**config.mk**
```make
export PLATFORM = sky130hd
export DESIGN_NAME = a_reg_flat
export DESIGN_NICKNAME = d
export VERILOG_FILES = /design/src/rtl/nibbler_pkg.sv /design/src/rtl/a_reg_if.sv /design/src/rtl/a_reg_dff_en.sv /design/src/rtl/a_reg.sv /design/src/flat_wrapper.sv
export SDC_FILE = /design/constraint.sdc
export NUM_CORES = 1
export LEC_CHECK = 0
export ABC_AREA = 1
export BUFFER_PORTS_ARGS = -buffer_cell sky130_fd_sc_hd__clkbuf_2
export CAP_MARGIN = 20
export CORE_AREA = 4 4 41 43
export DETAILED_ROUTE_END_ITERATION = 16
export DIE_AREA = 0 0 45 47
export PLACE_DENSITY = 0.43
export SYNTH_ARGS = -nofsm -noshare
export SYNTH_HDL_FRONTEND = slang
export SYNTH_SLANG_ARGS = --single-unit
```
**constraint.sdc**
```tcl
create_clock -name clk -period 0.8 [get_ports clk]
set_clock_uncertainty 0.05 [all_clocks]
set_input_delay 0.12 -clock clk [delete_from_list [all_inputs] [get_ports clk]]
set_output_delay 0.12 -clock clk [all_outputs]
set_load 0.05 [all_outputs]
```
**src/rtl/nibbler_pkg.sv**
```systemverilog
// Shared NibblER datapath types: the native nibble width and its vector type.
package nibbler_pkg;
  localparam int NIBBLE_W = 4;
  typedef logic [NIBBLE_W-1:0] nibble_t;
endpackage

```
**src/rtl/a_reg_if.sv**
```systemverilog
// Load/readback bus of accumulator A. zero exists only with A_REG_ZERO_FLAG_EN.
interface a_reg_if
  import nibbler_pkg::*;
#(
  parameter int WIDTH = NIBBLE_W
);
  logic             enable;
  logic [WIDTH-1:0] D;
  logic [WIDTH-1:0] Q;
`ifdef A_REG_ZERO_FLAG_EN
  logic             zero;

  modport master (output enable, output D, input Q, input zero);
  modport slave  (input enable, input D, output Q, output zero);
`else
  modport master (output enable, output D, input Q);
  modport slave  (input enable, input D, output Q);
`endif
endinterface

```
**src/rtl/a_reg_dff_en.sv**
```systemverilog
// Single-bit storage cell: synchronous active-low clear beats load enable, else hold.
module dff_en (
  input  logic clk,
  input  logic reset,
  input  logic en,
  input  logic d,
  output logic q
);
  logic q_d;
  logic q_q;

  always_comb begin
    q_d = q_q;
    if (!reset) begin
      q_d = 1'b0;
    end else if (en) begin
      q_d = d;
    end
  end

  always_ff @(posedge clk) begin
    q_q <= q_d;
  end

  assign q = q_q;
endmodule

```
**src/rtl/a_reg.sv**
```systemverilog
// Accumulator register A: WIDTH dff_en cells; optional zero status when
// A_REG_ZERO_FLAG_EN is defined.
module a_reg
  import nibbler_pkg::*;
#(
  parameter int WIDTH = NIBBLE_W
) (
  input  logic    clk,
  input  logic    reset,
  a_reg_if.slave  bus
);
  logic [WIDTH-1:0] q_bits;

  for (genvar i = 0; i < WIDTH; i++) begin : g_bit
    dff_en u_dff (
      .clk   (clk),
      .reset (reset),
      .en    (bus.enable),
      .d     (bus.D[i]),
      .q     (q_bits[i])
    );
  end

  assign bus.Q = q_bits;

`ifdef A_REG_ZERO_FLAG_EN
  // Combinational from the stored value so branch logic sees it in the same cycle as Q.
  assign bus.zero = (q_bits == '0);
`endif
endmodule

```
**src/flat_wrapper.sv**
```systemverilog
// flat-port wrapper written by rule: the top's interface ports become plain ports
module a_reg_flat import nibbler_pkg::*;
#(
  parameter int WIDTH = NIBBLE_W
)
  (clk, reset, bus_enable, bus_D, bus_Q);
  a_reg_if #(.WIDTH(WIDTH)) bus_i ();
  input  logic clk;
  input  logic reset;
  input wire logic [$bits(bus_i.enable)-1:0] bus_enable;
  input wire logic [$bits(bus_i.D)-1:0] bus_D;
  output wire logic [$bits(bus_i.Q)-1:0] bus_Q;
  assign bus_i.enable = bus_enable;
  assign bus_i.D = bus_D;
  assign bus_Q = bus_i.Q;
  a_reg #(.WIDTH(WIDTH)) u_core (.clk(clk), .reset(reset), .bus(bus_i));
endmodule
```
# After elaboration in Yosys (flattened, before gate mapping)
# Index checks and enable logic that the tools add are counted.
[totals] regBits=4 input_bits=7 output_inout_bits=4 wordCells=4

# Logic depth before layout (Yosys ltp)
# Gate-level depths: netlist (run 1).
[depth] depth_word=0 ltp_mapped=4 ltp_nobuf=4

# Modules after synthesis
# Synthesis (run 1) repeated with hierarchy kept, for this count alone.
[unflattened] hier_cells=24 hier_area_um2=165.2
[modules_own_cells] mod="dff_en" n_inst=4 cells_each=6 area_per_inst_um2=41.3 seq_area_each_um2=20.0

# Worst setup path after synthesis (run 1)
# OpenSTA, ideal clock, no wires.
[synth_path] kind="register to output" start="register u_core.g_bit[0].u_dff.q_q" end="output bus_Q[0]" t_arrival_ps=490 setup_slack_ps=140 stages_incl_launch_ff=2 path_buffers=1 cell_sequence="dfxtp_1 buf_4"
[synth_lines] element="start: declaration" line_no="a_reg_dff_en.sv:10" rtl="logic q_q;"
[synth_lines] element="start signal: assignment" line_no="a_reg_dff_en.sv:22" rtl="q_q <= q_d;"
[synth_lines] element="end: declaration" line_no="flat_wrapper.sv:12" rtl="output wire logic [$bits(bus_i.Q)-1:0] bus_Q;"
# No word-level cell between the ends.

# Final worst setup path (run 1)
[layout_path] start="register u_core.g_bit[2].u_dff.q_q" end="output bus_Q[2]"
[layout_lines] element="start: declaration" line_no="a_reg_dff_en.sv:10"
[layout_lines] element="start signal: assignment" line_no="a_reg_dff_en.sv:22"
# No word-level cell between the ends.

==> results of run 1 <==
==> worst max-delay path by stage <==
stage,startpoint,end,slack (ns),cells after the start
final,u_core.g_bit[2].u_dff.q,bus_Q[2],-0.1,1
after global placement,u_core.g_bit[3].u_dff.q,bus_Q[3],0.04,1
after floorplan,u_core.g_bit[0].u_dff.q,bus_Q[0],0.14,1
after global routing,u_core.g_bit[3].u_dff.q,bus_Q[3],-0.12,1
after CTS,u_core.g_bit[2].u_dff.q,bus_Q[2],-0.11,1
after detailed placement,u_core.g_bit[3].u_dff.q,bus_Q[3],0.04,1
==> area by class of cell <==
type | count | area [um^2] | share of cell area
repair buffers | 12 | 125 | 0.383
flip-flops and latches | 4 | 85.1 | 0.261
multi-input cells | 16 | 60.1 | 0.184
clock buffers | 3 | 22.5 | 0.0690
well taps | 15 | 18.8 | 0.0575
inverters | 4 | 15.0 | 0.0460
==> metrics by stage <==
step	TNS (ns)	power [uW]	setup WS, ns	instance area [um^2]	hold slack [ns]
6_report	-0.336	632	-0.0955	327	0.0861
5_1_grt	-0.439	669	-0.121	327	0.0935
4_1_cts	-0.424	646	-0.111	324	0.0828
3_5_place_dp	0	334	0.0404	224	0.342
3_3_place_gp	0	333	0.0445	224	0.340
2_1_floorplan	0	324	0.140	196	0.190
==> placed cells by master, fill, tap and decap left out <==
cell / netlist / layout
clkbuf_2: 0 / 6
inv_1: 4 / 4
clkbuf_16: 0 / 2
nand2_1: 8 / 8
nor2_1: 8 / 8
buf_8: 0 / 2
clkbuf_4: 0 / 3
buf_4: 4 / 2
dfxtp_2: 0 / 4
==> cells by family after synthesis <==
logic type	count (synthesis)	share of synthesized area
simple gates	16	0.306
buf+inv	9	0.287
flops	4	0.408
==> metal layers <==
layer  global-route usage  part of all wire  vias up
met3               0.0690              0.18        0
met1               0.0342              0.41       68
met4               0.0175                 0        0
met5                    0                 0        -
met2               0.0678              0.41       10
li1                     -                 -       99
==> power by group through the flow <==
| stage | sequential [uW] | clock, uW | combinational (uW) |
|---|---|---|---|
| after floorplan | 223 | 0 | 102 |
| after CTS | 227 | 264 | 155 |
| after global placement | 223 | 0 | 110 |
| final | 229 | 247 | 156 |
| after detailed placement | 224 | 0 | 110 |
| after global routing | 231 | 272 | 166 |
==> repair_timing <==
item	CTS	global route
cloned	0	0
gates resized for setup	14	2
endpoints found under the setup margin	4	4
buffers inserted	2	0
==> reports/metrics.cfg, run 1 <==
[floorplanning]
rows = 13
ios = 11
coreArea_um2 = 1300
initial_utilization = 0.151
dieArea_um2 = 2120
die_h_um = 47
die_x_um = 45

[grt]
grt_max_degree = 9
antenna_found_initial = 0
gr-total-overflow = 0
grtUsageTotal = 0.0474
grt_pass1_wl_um = 586
first_global_vias = 155

[logic_synthesis]
synthTopCellsByArea = dfxtp_1, buf_4, nand2_1
yosysTopAreaCell = dfxtp_1
synth-edff-count = 0
syn-num-nets = 36
yosysUniqueCellTypes = 6
yosys_warnings = 0
yosys-top-cells-count = nand2_1, nor2_1, buf_4, dfxtp_1, inv_1
syn_inst = 29
synthArstFlopShare = 0
syn_avg_cell_area_um2 = 6.77
ys.flop_type = dfxtp_1
netlist_area_um2 = 196
synth.top_cell.area_share = 0.408
synth_seq_cells = 4
ys_seq_area_frac = 0.408

[worst_setup_path]
critPathRequiredTime_ns = 0.63
critPathKind = reg -> out
critPathCaptureType = primary output
crit_buf_inv = 1
critPathMaxStageDelay_ns = 0.33
cp_max_fo = 2
cp-start-kind = register
reg2reg_to = u_core.g_bit[3].u_dff.q
rr_startpoint = u_core.g_bit[3].u_dff.q
path_cells = clkbuf_16
arrival_ns = 0.73
reg2reg_depth = 3
rrSetupSlack_ns = 0.07
slowest_stage = dfxtp_2
crit_family = flip-flops

[timing]
timing.final.ws_setup_ns = -0.0955
rsz0062_at_grt = yes
worst_slew_pin_slew_ns = 0.155
fmax_ghz = 1.12
finalCriticalPeriod_ns = 0.896
fin_crit_sh = 1.12
hold_viol = 0
slew_headroom = 0.897
drv_slew = 0
setup_viol = 4

[drt]
drc = 0
avgViaCountPerCell = 3.28
via_count = 177
postRouteAntennaNets = 0
wl_per_cell_um = 7.35
dr.pass1.iters = 2
drt_wl_total_um = 397
drt_iter0_drc = 2

[power]
p_int_uw = 462
combPwrFrac = 0.247
netSwitchingFraction = 0.270
p_leak_uw = 0.000179
power.share.clock = 0.391
p_seq_frac = 0.362
power-per-cell-area_nw_per_um2 = 1940
p_sw_uw = 171
peakVddDrop_uv = 677

[layout]
drive_above_1_share = 0.487
largest_reg_flops = 4
post-route-util = 0.251
syn_to_final_growth_pct = 66.2
fillers = 153
fin_nets = 48
antenna_cells = 0
fin_cells = 54

[place]
io_buffers = 10
hpwlAfterDp_um = 298
dp_cells = 49
gp_congestion = 0.606

[run_status]
violations = setup timing
outcome = complete, but fails checks

[clock_tree]
clock_latency_ns = 0.23
cts_sinks = 4
postCtsHoldBufs = 0
htreeDepth = 1
cts_tree = yes
cts-root-buf = clkbuf_4
clockBufferDepth = 2
cts_buffers = 3
cts.clk_slew.worst_paths_ns = 0.04

[job]
maxCapViolations = 0

[min_path]
worstHoldStart = reset
hold_class = in -> reg
min_path_cells = 3
hold_path_end = u_core.g_bit[2].u_dff.q

Note: power is estimated with default switching activity, not from simulation.
==> inputs of run 2 (changes only) <==
- CTS_BUF_LIST: not set -> sky130_fd_sc_hd__clkbuf_16
- SKIP_LAST_GASP: not set -> 1
- clock period: 0.8 -> 1 ns (I/O delays scaled with it)
==> run 2 against run 1 <==
- the flow now finishes without violations
- power increased by 40%
- critical path depth is the same
- sequential cell count stayed put
- core utilization decreased by 1.3 points
- non-clock buffer count decreased by 2
- worst hold slack better by 0.048 ns
- largest cell class is now registers
==> reports/metrics.cfg, run 2 (synthesized netlist as in run 1, its figures left out) <==
[worst_setup_path]
reg2reg_depth = 2  ; was 3
cp_max_fo = 2  ; unchanged
slowest_stage = dfxtp_1  ; was dfxtp_2
rrSetupSlack_ns = 0.41  ; was 0.07 ns
crit_buf_inv = 1  ; unchanged
arrival_ns = 0.77  ; was 0.73 ns
path_cells = clkbuf_4  ; was clkbuf_16
critPathKind = reg -> out  ; unchanged
critPathMaxStageDelay_ns = 0.32  ; was 0.33 ns
cp-start-kind = register  ; unchanged
worst-path-stages = 1  ; unchanged
critPathRequiredTime_ns = 0.80  ; was 0.63 ns
critPathCaptureType = primary output  ; unchanged
crit_family = flip-flops  ; unchanged

[min_path]
hold_class = in -> reg  ; unchanged
min_path_cells = 3  ; unchanged

[clock_tree]
cts_buffers = 3  ; unchanged
postCtsHoldBufs = 0  ; unchanged
cts_sinks = 4  ; unchanged
cts_tree = yes  ; unchanged
clockBufferDepth = 2  ; unchanged
cts.clk_slew.worst_paths_ns = 0.03  ; was 0.04 ns
clock_latency_ns = 0.22  ; was 0.23 ns
htreeDepth = 1  ; unchanged
cts-root-buf = clkbuf_16  ; was clkbuf_4

[layout]
fin_nets = 46  ; was 48
antenna_cells = 0  ; unchanged
drive_above_1_share = 0.351  ; was 0.487
fillers = 157  ; was 153
fin_cells = 52  ; was 54
largest_reg_flops = 4  ; unchanged
stdcell_area_um2 = 309  ; was 327 um^2
syn_to_final_growth_pct = 57.3  ; was 66.2%
final_cell_mix = nor2_1, nand2_1, clkbuf_2, inv_1, dfxtp_1  ; was nor2_1, nand2_1, clkbuf_2, inv_1, dfxtp_2

[grt]
gr-total-overflow = 0  ; unchanged
antenna_found_initial = 0  ; unchanged
grt_max_degree = 9  ; unchanged
first_global_vias = 157  ; was 155
grtUsageTotal = 0.0506  ; was 0.0474
grt_pass1_wl_um = 655  ; was 586 um

[drt]
avgViaCountPerCell = 3.27  ; was 3.28
dr.pass1.iters = 3  ; was 2
via_count = 170  ; was 177
postRouteAntennaNets = 0  ; unchanged
drt_iter0_drc = 2  ; unchanged
wl_per_cell_um = 7.27  ; was 7.35 um
drc = 0  ; unchanged
drt_wl_total_um = 378  ; was 397 um

[place]
placed_area_um2 = 224  ; unchanged
gp_congestion = 0.607  ; was 0.606
dp_cells = 49  ; unchanged
dp_slack_ns = 0.206  ; was 0.0404 ns
io_buffers = 10  ; unchanged
hpwlAfterDp_um = 305  ; was 298 um

[floorplanning]
ios = 11  ; unchanged
die_x_um = 45  ; unchanged
dieArea_um2 = 2120  ; unchanged
die_h_um = 47  ; unchanged
coreArea_um2 = 1300  ; unchanged
initial_utilization = 0.151  ; unchanged
rows = 13  ; unchanged

[power]
combPwrFrac = 0.104  ; was 0.247
p_sw_uw = 170  ; was 171 uW
peakVddDrop_uv = 1260  ; was 677 uV
p_seq_frac = 0.201  ; was 0.362
p_int_uw = 713  ; was 462 uW
power-per-cell-area_nw_per_um2 = 2860  ; was 1940 nW/um^2
netSwitchingFraction = 0.193  ; was 0.270
power.share.clock = 0.695  ; was 0.391
p_leak_uw = 0.000173  ; was 0.000179 uW

[timing]
rsz0062_at_grt = no  ; was yes
slew_headroom = 0.897  ; about the same
setup_tns_ns = 0  ; was -0.336 ns
setup_viol = 0  ; was 4
fmax_ghz = 1.03
worst_slew_pin_slew_ns = 0.155  ; about the same
drv_slew = 0  ; unchanged
finalCriticalPeriod_ns = 0.969
fin_crit_sh = 0.969
timing.final.ws_setup_ns = 0.0312  ; was -0.0955 ns
hold_viol = 0  ; unchanged

[run_status]
outcome = complete, no violations  ; was complete, but fails checks

[job]
maxCapViolations = 0  ; unchanged

-- run 2: cell types whose count changed in the layout (fill, tap and decap cells not counted) --
cell / change
buf_8: -2
dfxtp_1: +4
buf_4: -1
clkbuf_16: +1
dfxtp_2: -4
-- run 2: area by class of cell --
class                   instances  area (um^2)  share of cell area
clock buffers                   3         75.1               0.243
inverters                       4         15.0              0.0486
multi-input cells              16         60.1               0.194
flip-flops and latches          4         80.1               0.259
well taps                      15         18.8              0.0607
repair buffers                 10         60.1               0.194
-- run 2: metal layers --
layer / GRT usage / share of wire
met1: 0.0433 / 0.40
met2: 0.0678 / 0.40
met3: 0.0690 / 0.19
met4: 0.0175 / 0
met5: 0 / 0
-- run 2: power by group through the flow --
stage          clock network, uW  registers (uW)  logic, uW
2_1_floorplan                  0             178       81.2
3_3_place_gp                   0             179       87.8
3_5_place_dp                   0             180       88.0
4_1_cts                      627             178       93.5
5_1_grt                      644             179        101
6_report                     613             177       92.1
-- run 2: path summary, 6_finish.rpt --
check	endpoint	startpoint
hold / removal	u_core.g_bit[0].u_dff.q	reset
hold reg to reg	u_core.g_bit[2].u_dff.q	u_core.g_bit[2].u_dff.q
setup reg to reg	u_core.g_bit[1].u_dff.q	u_core.g_bit[1].u_dff.q
setup / recovery	bus_Q[3]	u_core.g_bit[3].u_dff.q
-- run 2: what timing repair did --
action	CTS	global route
resized for setup	4	1
setup buffers	0	0
pin swaps	0	0
endpoints found under the setup margin	4	1
-- run 2: per-stage QoR --
| stage | hold WS, ns | power [uW] | utilization |
|---|---|---|---|
| 2_1_floorplan | 0.220 | 260 | - |
| 3_3_place_gp | 0.369 | 266 | 0.172 |
| 3_5_place_dp | 0.372 | 268 | 0.172 |
| 4_1_cts | 0.140 | 898 | 0.238 |
| 5_1_grt | 0.151 | 923 | 0.238 |
| 6_report | 0.134 | 883 | 0.238 |
==> inputs of run 3 (changes only) <==
- PLACE_DENSITY: 0.43 -> not set
==> run 3 against run 2 <==
- core utilization did not move
- die area did not move
- critical path depth unchanged
- clock-buffer cell count did not move
- routed wire length is 6.3% higher
- final area did not move
- via count down 2.4%
- global-route usage is 0.31 points higher
- cell count did not move
- critical path type unchanged
- critical endpoint is now bus_Q[0]
==> reports/metrics.cfg, run 3 (synthesized netlist as in run 1, its figures left out) <==
[timing]
setup_viol = 0  ; unchanged
drv_slew = 0  ; unchanged
worst_slew_pin_slew_ns = 0.158  ; was 0.155 ns
fmax_ghz = 1.03  ; about the same
hold_viol = 0  ; unchanged
finalCriticalPeriod_ns = 0.969  ; about the same
timing.hold.ws_ns = 0.133  ; was 0.134 ns
fin_crit_sh = 0.969  ; about the same
rsz0062_at_grt = no  ; unchanged
setup_tns_ns = 0  ; unchanged
slew_headroom = 0.895  ; was 0.897
timing.final.ws_setup_ns = 0.0312  ; about the same

[grt]
grtUsageTotal = 0.0537  ; was 0.0506
first_global_vias = 162  ; was 157
gr-total-overflow = 0  ; unchanged
grt_max_degree = 9  ; unchanged
antenna_found_initial = 0  ; unchanged
grt_pass1_wl_um = 627  ; was 655 um

[floorplanning]
initial_utilization = 0.151  ; unchanged
dieArea_um2 = 2120  ; unchanged
ios = 11  ; unchanged
die_x_um = 45  ; unchanged
coreArea_um2 = 1300  ; unchanged
die_h_um = 47  ; unchanged
rows = 13  ; unchanged

[worst_setup_path]
cp_max_fo = 2  ; unchanged
crit_family = flip-flops  ; unchanged
critPathCaptureType = primary output  ; unchanged
worst-path-stages = 1  ; unchanged
cp-start-kind = register  ; unchanged
rrSetupSlack_ns = 0.40  ; was 0.41 ns
crit_buf_inv = 1  ; unchanged
arrival_ns = 0.77  ; about the same
slowest_stage = dfxtp_1  ; unchanged
path_cells = clkbuf_4  ; unchanged
critPathRequiredTime_ns = 0.80  ; about the same
reg2reg_depth = 2  ; unchanged
critPathKind = reg -> out  ; unchanged
critPathMaxStageDelay_ns = 0.32  ; about the same

[drt]
wl_per_cell_um = 7.73  ; was 7.27 um
drt_iter0_drc = 1  ; was 2
avgViaCountPerCell = 3.19  ; was 3.27
via_count = 166  ; was 170
postRouteAntennaNets = 0  ; unchanged
dr.pass1.iters = 2  ; was 3
drc = 0  ; unchanged
drt_wl_total_um = 402  ; was 378 um

[clock_tree]
cts_tree = yes  ; unchanged
cts.clk_slew.worst_paths_ns = 0.03  ; about the same
clock_latency_ns = 0.22  ; about the same
htreeDepth = 1  ; unchanged
cts_sinks = 4  ; unchanged
clockBufferDepth = 2  ; unchanged
cts_buffers = 3  ; unchanged
cts-root-buf = clkbuf_16  ; unchanged
postCtsHoldBufs = 0  ; unchanged

[place]
dp_cells = 49  ; unchanged
io_buffers = 10  ; unchanged
dp_slack_ns = 0.211  ; was 0.206 ns
gp_congestion = 0.673  ; was 0.607

[power]
p_sw_uw = 176  ; was 170 uW
netSwitchingFraction = 0.198  ; was 0.193
peakVddDrop_uv = 802  ; was 1260 uV
p_leak_uw = 0.000174  ; was 0.000173 uW
finalPower_uw = 889  ; was 883 uW
p_int_uw = 713  ; about the same
power-per-cell-area_nw_per_um2 = 2880  ; was 2860 nW/um^2
p_seq_frac = 0.199  ; was 0.201
power.share.clock = 0.696  ; was 0.695
combPwrFrac = 0.104  ; about the same

[run_status]
outcome = complete, no violations  ; unchanged

[min_path]
min_path_cells = 3  ; unchanged
hold_class = in -> reg  ; unchanged

[job]
maxCapViolations = 0  ; unchanged

[layout]
antenna_cells = 0  ; unchanged
largest_reg_flops = 4  ; unchanged
fillers = 150  ; was 157
fin_cells = 52  ; unchanged
multiInputGateArea_um2 = 60.1  ; unchanged
final_cell_mix = nor2_1, nand2_1, clkbuf_2, inv_1, dfxtp_1  ; unchanged
ff_latch_area_um2 = 80.1  ; unchanged
syn_to_final_growth_pct = 57.3  ; unchanged
fin_nets = 46  ; unchanged
drive_above_1_share = 0.351  ; unchanged

[run 3: cell count changes in the layout (fill, tap and decap cells not counted)]
cell,change
buf_4,+1
clkbuf_4,-1
[run 3: repair_timing]
item | CTS | global route
setup endpoints to repair | 4 | 2
buffers inserted | 0 | 0
gates cloned | 0 | 0
endpoints found under the hold margin | 0 | 0
gates resized for setup | 4 | 2
[run 3: path summary, 6_finish.rpt]
| path | start | endpoint |
|---|---|---|
| setup / recovery | u_core.g_bit[0].u_dff.q | bus_Q[0] |
| hold / removal | reset | u_core.g_bit[2].u_dff.q |
| setup reg to reg | u_core.g_bit[1].u_dff.q | u_core.g_bit[1].u_dff.q |
| hold reg to reg | u_core.g_bit[2].u_dff.q | u_core.g_bit[2].u_dff.q |
[run 3: worst reg2reg max path: cells and delay by family (launching register included)]
kind	cells	cell delay [ns]
AND/OR/NAND/NOR	2	0.15
flip-flops	1	0.30
[run 3: final cells by class]
type | count | share of cell area
clock buffers | 3 | 0.243
inverters | 4 | 0.0486
multi-input cells | 16 | 0.194
flip-flops and latches | 4 | 0.259
well taps | 15 | 0.0607
repair buffers | 10 | 0.194
[run 3: per-layer routing]
layer  GRT usage  vias to the layer above  routed length [um]
met5           0                        -                   0
met4      0.0702                        0                  19
met3      0.0536                        2                  85
met2      0.0537                       14                 112
met1      0.0522                       55                 185
li1            -                       95                   -
[run 3: through the flow]
step	area, um^2	util
2_1_floorplan	196	-
3_5_place_dp	224	0.172
6_report	309	0.238
3_3_place_gp	224	0.172
4_1_cts	309	0.238
5_1_grt	309	0.238
[run 3: power by group through the flow]
stage	clock network (uW)	logic (uW)	registers (uW)
4_1_cts	632	93.9	177
3_5_place_dp	0	88.3	179
2_1_floorplan	0	81.2	178
3_3_place_gp	0	87.7	179
6_report	619	92.8	177
5_1_grt	642	102	179
